**src/rtl/tmr_mac_accumulator.sv**
```systemverilog
// rtl/tmr_mac_accumulator.sv - sequential saturating MAC controller behind a TMR multiplier
module tmr_mac_accumulator #(
    parameter int N         = 16,
    parameter int INTBITS   = 6,
    parameter int FRACBITS  = 10,
    parameter int CNTW      = 8,
    parameter int MAX_RETRY = 2
) (
    input  logic            clk,
    input  logic            rst_n,
    input  logic            start,
    input  logic [CNTW-1:0] num_inputs,
    input  logic [N-1:0]    bias,
    input  logic            in_valid,
    input  logic [N-1:0]    in_x,
    input  logic [N-1:0]    in_w,
    output logic            in_ready,
    output logic [N-1:0]    mul_a,
    output logic [N-1:0]    mul_b,
    input  logic [N-1:0]    mul_result,
    input  logic            mul_invalid,
    input  logic            mul_ovf,
    output logic            out_valid,
    input  logic            out_ready,
    output logic [N-1:0]    out_sum,
    output logic            out_ovf,
    output logic            out_fault,
    output logic            busy
);

    // Retry counter must hold values 0..MAX_RETRY; keep at least one bit.
    localparam int RW = (MAX_RETRY < 1) ? 1 : $clog2(MAX_RETRY + 1);

    typedef enum logic [1:0] {
        S_IDLE = 2'd0,
        S_WAIT = 2'd1,
        S_EVAL = 2'd2,
        S_DONE = 2'd3
    } state_t;

    state_t          state;
    state_t          state_nxt;
    logic [N-1:0]    acc;
    logic [CNTW-1:0] cnt;
    logic [CNTW-1:0] num_lat;
    logic [RW-1:0]   retry;

    logic [N:0]      sum_ext;
    logic            sat_hi;
    logic            sat_lo;
    logic [N-1:0]    acc_sat;
    logic            retry_again;
    logic            last_pair;

    // Saturating accumulate: one extra bit detects two's-complement overflow.
    always_comb begin
        sum_ext = {acc[N-1], acc} + {mul_result[N-1], mul_result};
        sat_hi  = ~sum_ext[N] &  sum_ext[N-1];
        sat_lo  =  sum_ext[N] & ~sum_ext[N-1];
        acc_sat = sum_ext[N-1:0];
        if (sat_hi) begin
            acc_sat = {1'b0, {(N-1){1'b1}}};
        end else if (sat_lo) begin
            acc_sat = {1'b1, {(N-1){1'b0}}};
        end
    end

    assign retry_again = mul_invalid && (retry < RW'(MAX_RETRY));
    assign last_pair   = ((cnt + CNTW'(1)) == num_lat);
    assign out_sum     = acc;

    // State register; reset aborts any accumulation in flight.
    always_ff @(posedge clk or negedge rst_n) begin
        if (!rst_n) begin
            state <= S_IDLE;
        end else begin
            state <= state_nxt;
        end
    end

    // Next-state and handshake outputs, decoded straight from the state.
    always_comb begin
        state_nxt = state;
        in_ready  = 1'b0;
        out_valid = 1'b0;
        busy      = 1'b1;
        case (state)
            S_IDLE: begin
                busy = 1'b0;
                if (start) begin
                    state_nxt = (num_inputs == '0) ? S_DONE : S_WAIT;
                end
            end
            S_WAIT: begin
                in_ready = 1'b1;
                if (in_valid) begin
                    state_nxt = S_EVAL;
                end
            end
            S_EVAL: begin
                if (!retry_again) begin
                    state_nxt = last_pair ? S_DONE : S_WAIT;
                end
            end
            S_DONE: begin
                out_valid = 1'b1;
                if (out_ready) begin
                    state_nxt = S_IDLE;
                end
            end
            default: begin
                state_nxt = S_IDLE;
            end
        endcase
    end

    // Datapath: operand capture, retry bookkeeping, accumulation and sticky flags.
    always_ff @(posedge clk or negedge rst_n) begin
        if (!rst_n) begin
            acc       <= '0;
            cnt       <= '0;
            num_lat   <= '0;
            retry     <= '0;
            mul_a     <= '0;
            mul_b     <= '0;
            out_ovf   <= 1'b0;
            out_fault <= 1'b0;
        end else begin
            case (state)
                S_IDLE: begin
                    if (start) begin
                        num_lat   <= num_inputs;
                        acc       <= bias;
                        cnt       <= '0;
                        retry     <= '0;
                        out_ovf   <= 1'b0;
                        out_fault <= 1'b0;
                    end
                end
                S_WAIT: begin
                    if (in_valid) begin
                        mul_a <= in_x;
                        mul_b <= in_w;
                        retry <= '0;
                    end
                end
                S_EVAL: begin
                    if (retry_again) begin
                        retry <= retry + RW'(1);
                    end else begin
                        // Retries exhausted still accumulate the best-effort product.
                        acc <= acc_sat;
                        cnt <= cnt + CNTW'(1);
                        if (sat_hi || sat_lo || mul_ovf) begin
                            out_ovf <= 1'b1;
                        end
                        if (mul_invalid) begin
                            out_fault <= 1'b1;
                        end
                    end
                end
                default: begin
                end
            endcase
        end
    end

endmodule

```
**config.mk**
```make
export PLATFORM = sky130hd
export DESIGN_NAME = tmr_mac_accumulator
export DESIGN_NICKNAME = d
export VERILOG_FILES = /design/src/rtl/tmr_mac_accumulator.sv
export SDC_FILE = /design/constraint.sdc
export NUM_CORES = 1
export LEC_CHECK = 0
export ABC_AREA = 1
export CAP_MARGIN = 5
export CELL_PAD_IN_SITES_DETAIL_PLACEMENT = 2
export CELL_PAD_IN_SITES_GLOBAL_PLACEMENT = 2
export CORE_MARGIN = 2
export CORE_UTILIZATION = 26
export CTS_CLUSTER_DIAMETER = 200
export DETAILED_ROUTE_END_ITERATION = 8
export PLACE_DENSITY_LB_ADDON = 0.1
export SETUP_SLACK_MARGIN = 0.1
export SLEW_MARGIN = 20
export SYNTH_ARGS = -nofsm -noshare
export SYNTH_HDL_FRONTEND = slang
export SYNTH_SLANG_ARGS = --single-unit
```
**constraint.sdc**
```tcl
create_clock -name clk -period 3.08 [get_ports clk]
set_clock_uncertainty 0.1 [all_clocks]
set_input_delay 0.308 -clock clk [delete_from_list [all_inputs] [get_ports clk]]
set_output_delay 0.308 -clock clk [all_outputs]
set_load 0.005 [all_outputs]
```
==> metrics.md <==
| Metric | Value |
|---|---|
| WS Path Type | input pin to flip-flop |
| Final instance area | ~6300 um2 |
| Post-synth EDFFs | 0 |
| Achievable clock frequency | 0.372 GHz |
| DP Cell Count | between 900 and 1000 |
| Vias in the first global route | approximately 4700 |
| Syn. warnings | 0 |
| Area contributors post-synth | dfrtp_1 (41%), nand2_1 (16%), mux2_2 (7.1%) |
| Worst setup EP type | flip-flop |
| Congestion Overflow GR | 0 |
| Register area | around 1800 um2 |
| First-pass GRT wire length | around 26 mm |
| H-Tree Depth | 3 |
| Num CTS Buffers | 9 |
| WP data required | 3260 ps |
| Multi-input logic area | ~2200 um2 |
| Wirelength per Cell | roughly 17 um |
| Total of max-cap violations | 0 |
| Fillcell total | between 1500 and 2000 |
| Min Clock Period, post-route | about 2700 ps |
| Crit share post-route | 0.873 |
| WP data arrival | approximately 2900 ps |
| Hold slack | 399 ps |
| Share of post-route cells with drive strength above 1 | 0.107 |
| Chip height | between 100 and 150 um |
| Synth Net Count | 662 |
| Initial Utilization | 0.267 |
| Primary FF master, synth | dfrtp_1 |
| Leakage | 3.00 nW |
| Most common cell after layout, fill and taps aside | nand2_1 |
| Worst-skew pair later-pin latency | roughly 340 ps |
| Clk sinks | 70 |
| Pre-CTS WS | -82.1 ps |
| Clock Path Buffers | 2 |
| Cell taking the most area after synthesis | dfrtp_1 |
| Via-to-Cell Ratio | 4.57 |
| Most frequent cells in the layout | nand2_1 (180), clkdlybuf4s50_1 (130), inv_1 (76), dfrtp_1 (70), nor2_1 (51) |
| Wirelength, routed | around 16 mm |
| Number of top-level pins | around 130 |
| Seq/Total Area, Yosys | 0.412 |
| Slew headroom | 0.584 |
| CTS tree | done |
| Crit-path max FO | 5 |
| Initial detailed-routing violation count | 131 |
| Final hold viol count | 0 |
| Routed Antenna Nets | 0 |
| Core area | roughly 16000 um2 |
| GRT Overall Usage | 0.186 |
| Post-synthesis instance total | about 560 |
| # diodes | 0 |
| Worst vdd ir | 0.326 mV |
| Die X | 132 um |
| Endpoints failing setup | 0 |
| Fin cells | between 900 and 1000 |
| Synthesized area | ~4300 um2 |
| Initial antenna violation count | 0 |
| Routability cong. | between 0.7 and 0.8 |
| Number of synthesized register bits | 70 |
| Dpl hpwl | between 10 and 15 mm |
| Outcome | completed |
| Fin nets | 811 |
| Unrepaired setup endpoints after global routing | no |
| Clock transition at path regs | approximately 70 ps |
| Die area | 17400 um2 |
| Startpoint types | input pin |
| Largest net degree at the start of global routing | 71 |
| Placed inst area | ~6000 um2 |
| Synth unique cells | 32 |
| Routed vias | approximately 4300 |
| Router iterations before antenna repair | 6 |
| Fin worst setup slack | around 390 ps |
| Worst slew pin tran | around 620 ps |
| Area Growth Syn to Fin | 47.2% |
| HP Class | flip-flop to flip-flop |
| DRC Markers | 0 |
| Root buffer cell | clkbuf_16 |
| PortBufs | roughly 130 |
| Synth Area per Inst | ~7.6 um2 |
| Yosys top cell area share | 0.412 |
| FP Rows | 46 |
| Post-synth ARST share | 1.00 |
| Pwr Density | between 1000 and 1500 nW/um2 |
| Slew Limit Fails | 0 |
==> synth_stat cells, types with 4 or more instances <==
master and n:
ha_1 19, nand3_1 38, a21oi_1 19, buf_2 8, nor2_1 51, o21ai_0 24, nand2_1 181, nand4_1 5
inv_2 4, o22ai_1 4, mux2_1 5, inv_1 77, dfrtp_1 70, mux2_2 27
==> report_power, final <==
group	internal, mW	switching [mW]	leakage, nW
registers	1.35	0.301	0.856
logic	1.74	1.85	2.00
clock network	0.639	0.478	0.147
total	3.73	2.63	3.00
==> what timing repair did <==
action,CTS,global route
endpoints found under the hold margin,70,0
buffers inserted,0,0
hold buffers,1,0
endpoints found under the setup margin,0,12
gates resized for setup,0,5
==> layer usage <==
metal	global-route usage	up-vias	wire length, um
li1	-	2090	-
met1	0.236	2084	6960
met2	0.309	87	7460
met3	0.0615	7	1020
met4	0.0380	0	117
met5	0	-	0
==> flip-flops by register name (all words and copies together) (netlist names) <==
register	count
cnt	8
mul_a	16
mul_b	16
num_lat	8
out_fault	1
out_ovf	1
out_sum	16
retry	2
state	2
==> stage by stage <==
stage | total power, mW | setup TNS [ps] | util
global route | 6.99 | 0 | 0.393
detailed placement | 5.31 | -648 | 0.373
global placement | 5.15 | 0 | 0.373
finish | 6.36 | 0 | 0.393
CTS | 6.49 | 0 | 0.392
floorplan | 3.50 | 0 | -
==> worst max-delay path, cell delays in order <==
cell and delay (ps):
clkdlybuf4s50_1 460, ha_1 170, inv_1 60, fa_1 350, inv_1 80, nand3_1 60
nand3_1 110, nand2_1 60, nand2_1 90, nand2_1 80, nand2_1 80, nand2_1 70
nand2_2 90, inv_1 50, ha_2 210, buf_4 150, o21ai_0 210, o211ai_1 120
nand2_1 70
==> kinds of logic after synthesis <==
group,after synthesis,share of synthesized area
AND/OR/NAND/NOR,290,0.280
AO/OA/AOI/OAI,56,0.0735
XOR/XNOR,3,0.00618
multiplexers,32,0.0847
adder cells (fa/ha/maj),20,0.0606
buffers and inverters,92,0.0835
flip-flops,70,0.412
==> path summary, 6_finish.rpt <==
path,startpoint,to,slack [ps],depth (start not counted)
worst max-delay path,mul_result[0],out_sum[3],390,19
worst min-delay path,mul_a[3],mul_a[3],400,1
worst min register to register,mul_a[3],mul_a[3],400,1
max in group asynchronous,rst_n,mul_b[13],2090,3
worst max register to register,out_sum[11],out_sum[1],410,14
min in group asynchronous,rst_n,out_sum[2],420,3
==> layout make-up <==
class	instances	share of cell area
Multi-Input combinational cell	401	0.344
Inverter	82	0.0491
Timing Repair Buffer	148	0.235
Tap cell	216	0.0431
Clock inverter	7	0.0124
Clock buffer	9	0.0360
Sequential cell	70	0.280
No activity file was read; power rests on OpenSTA's default activity.
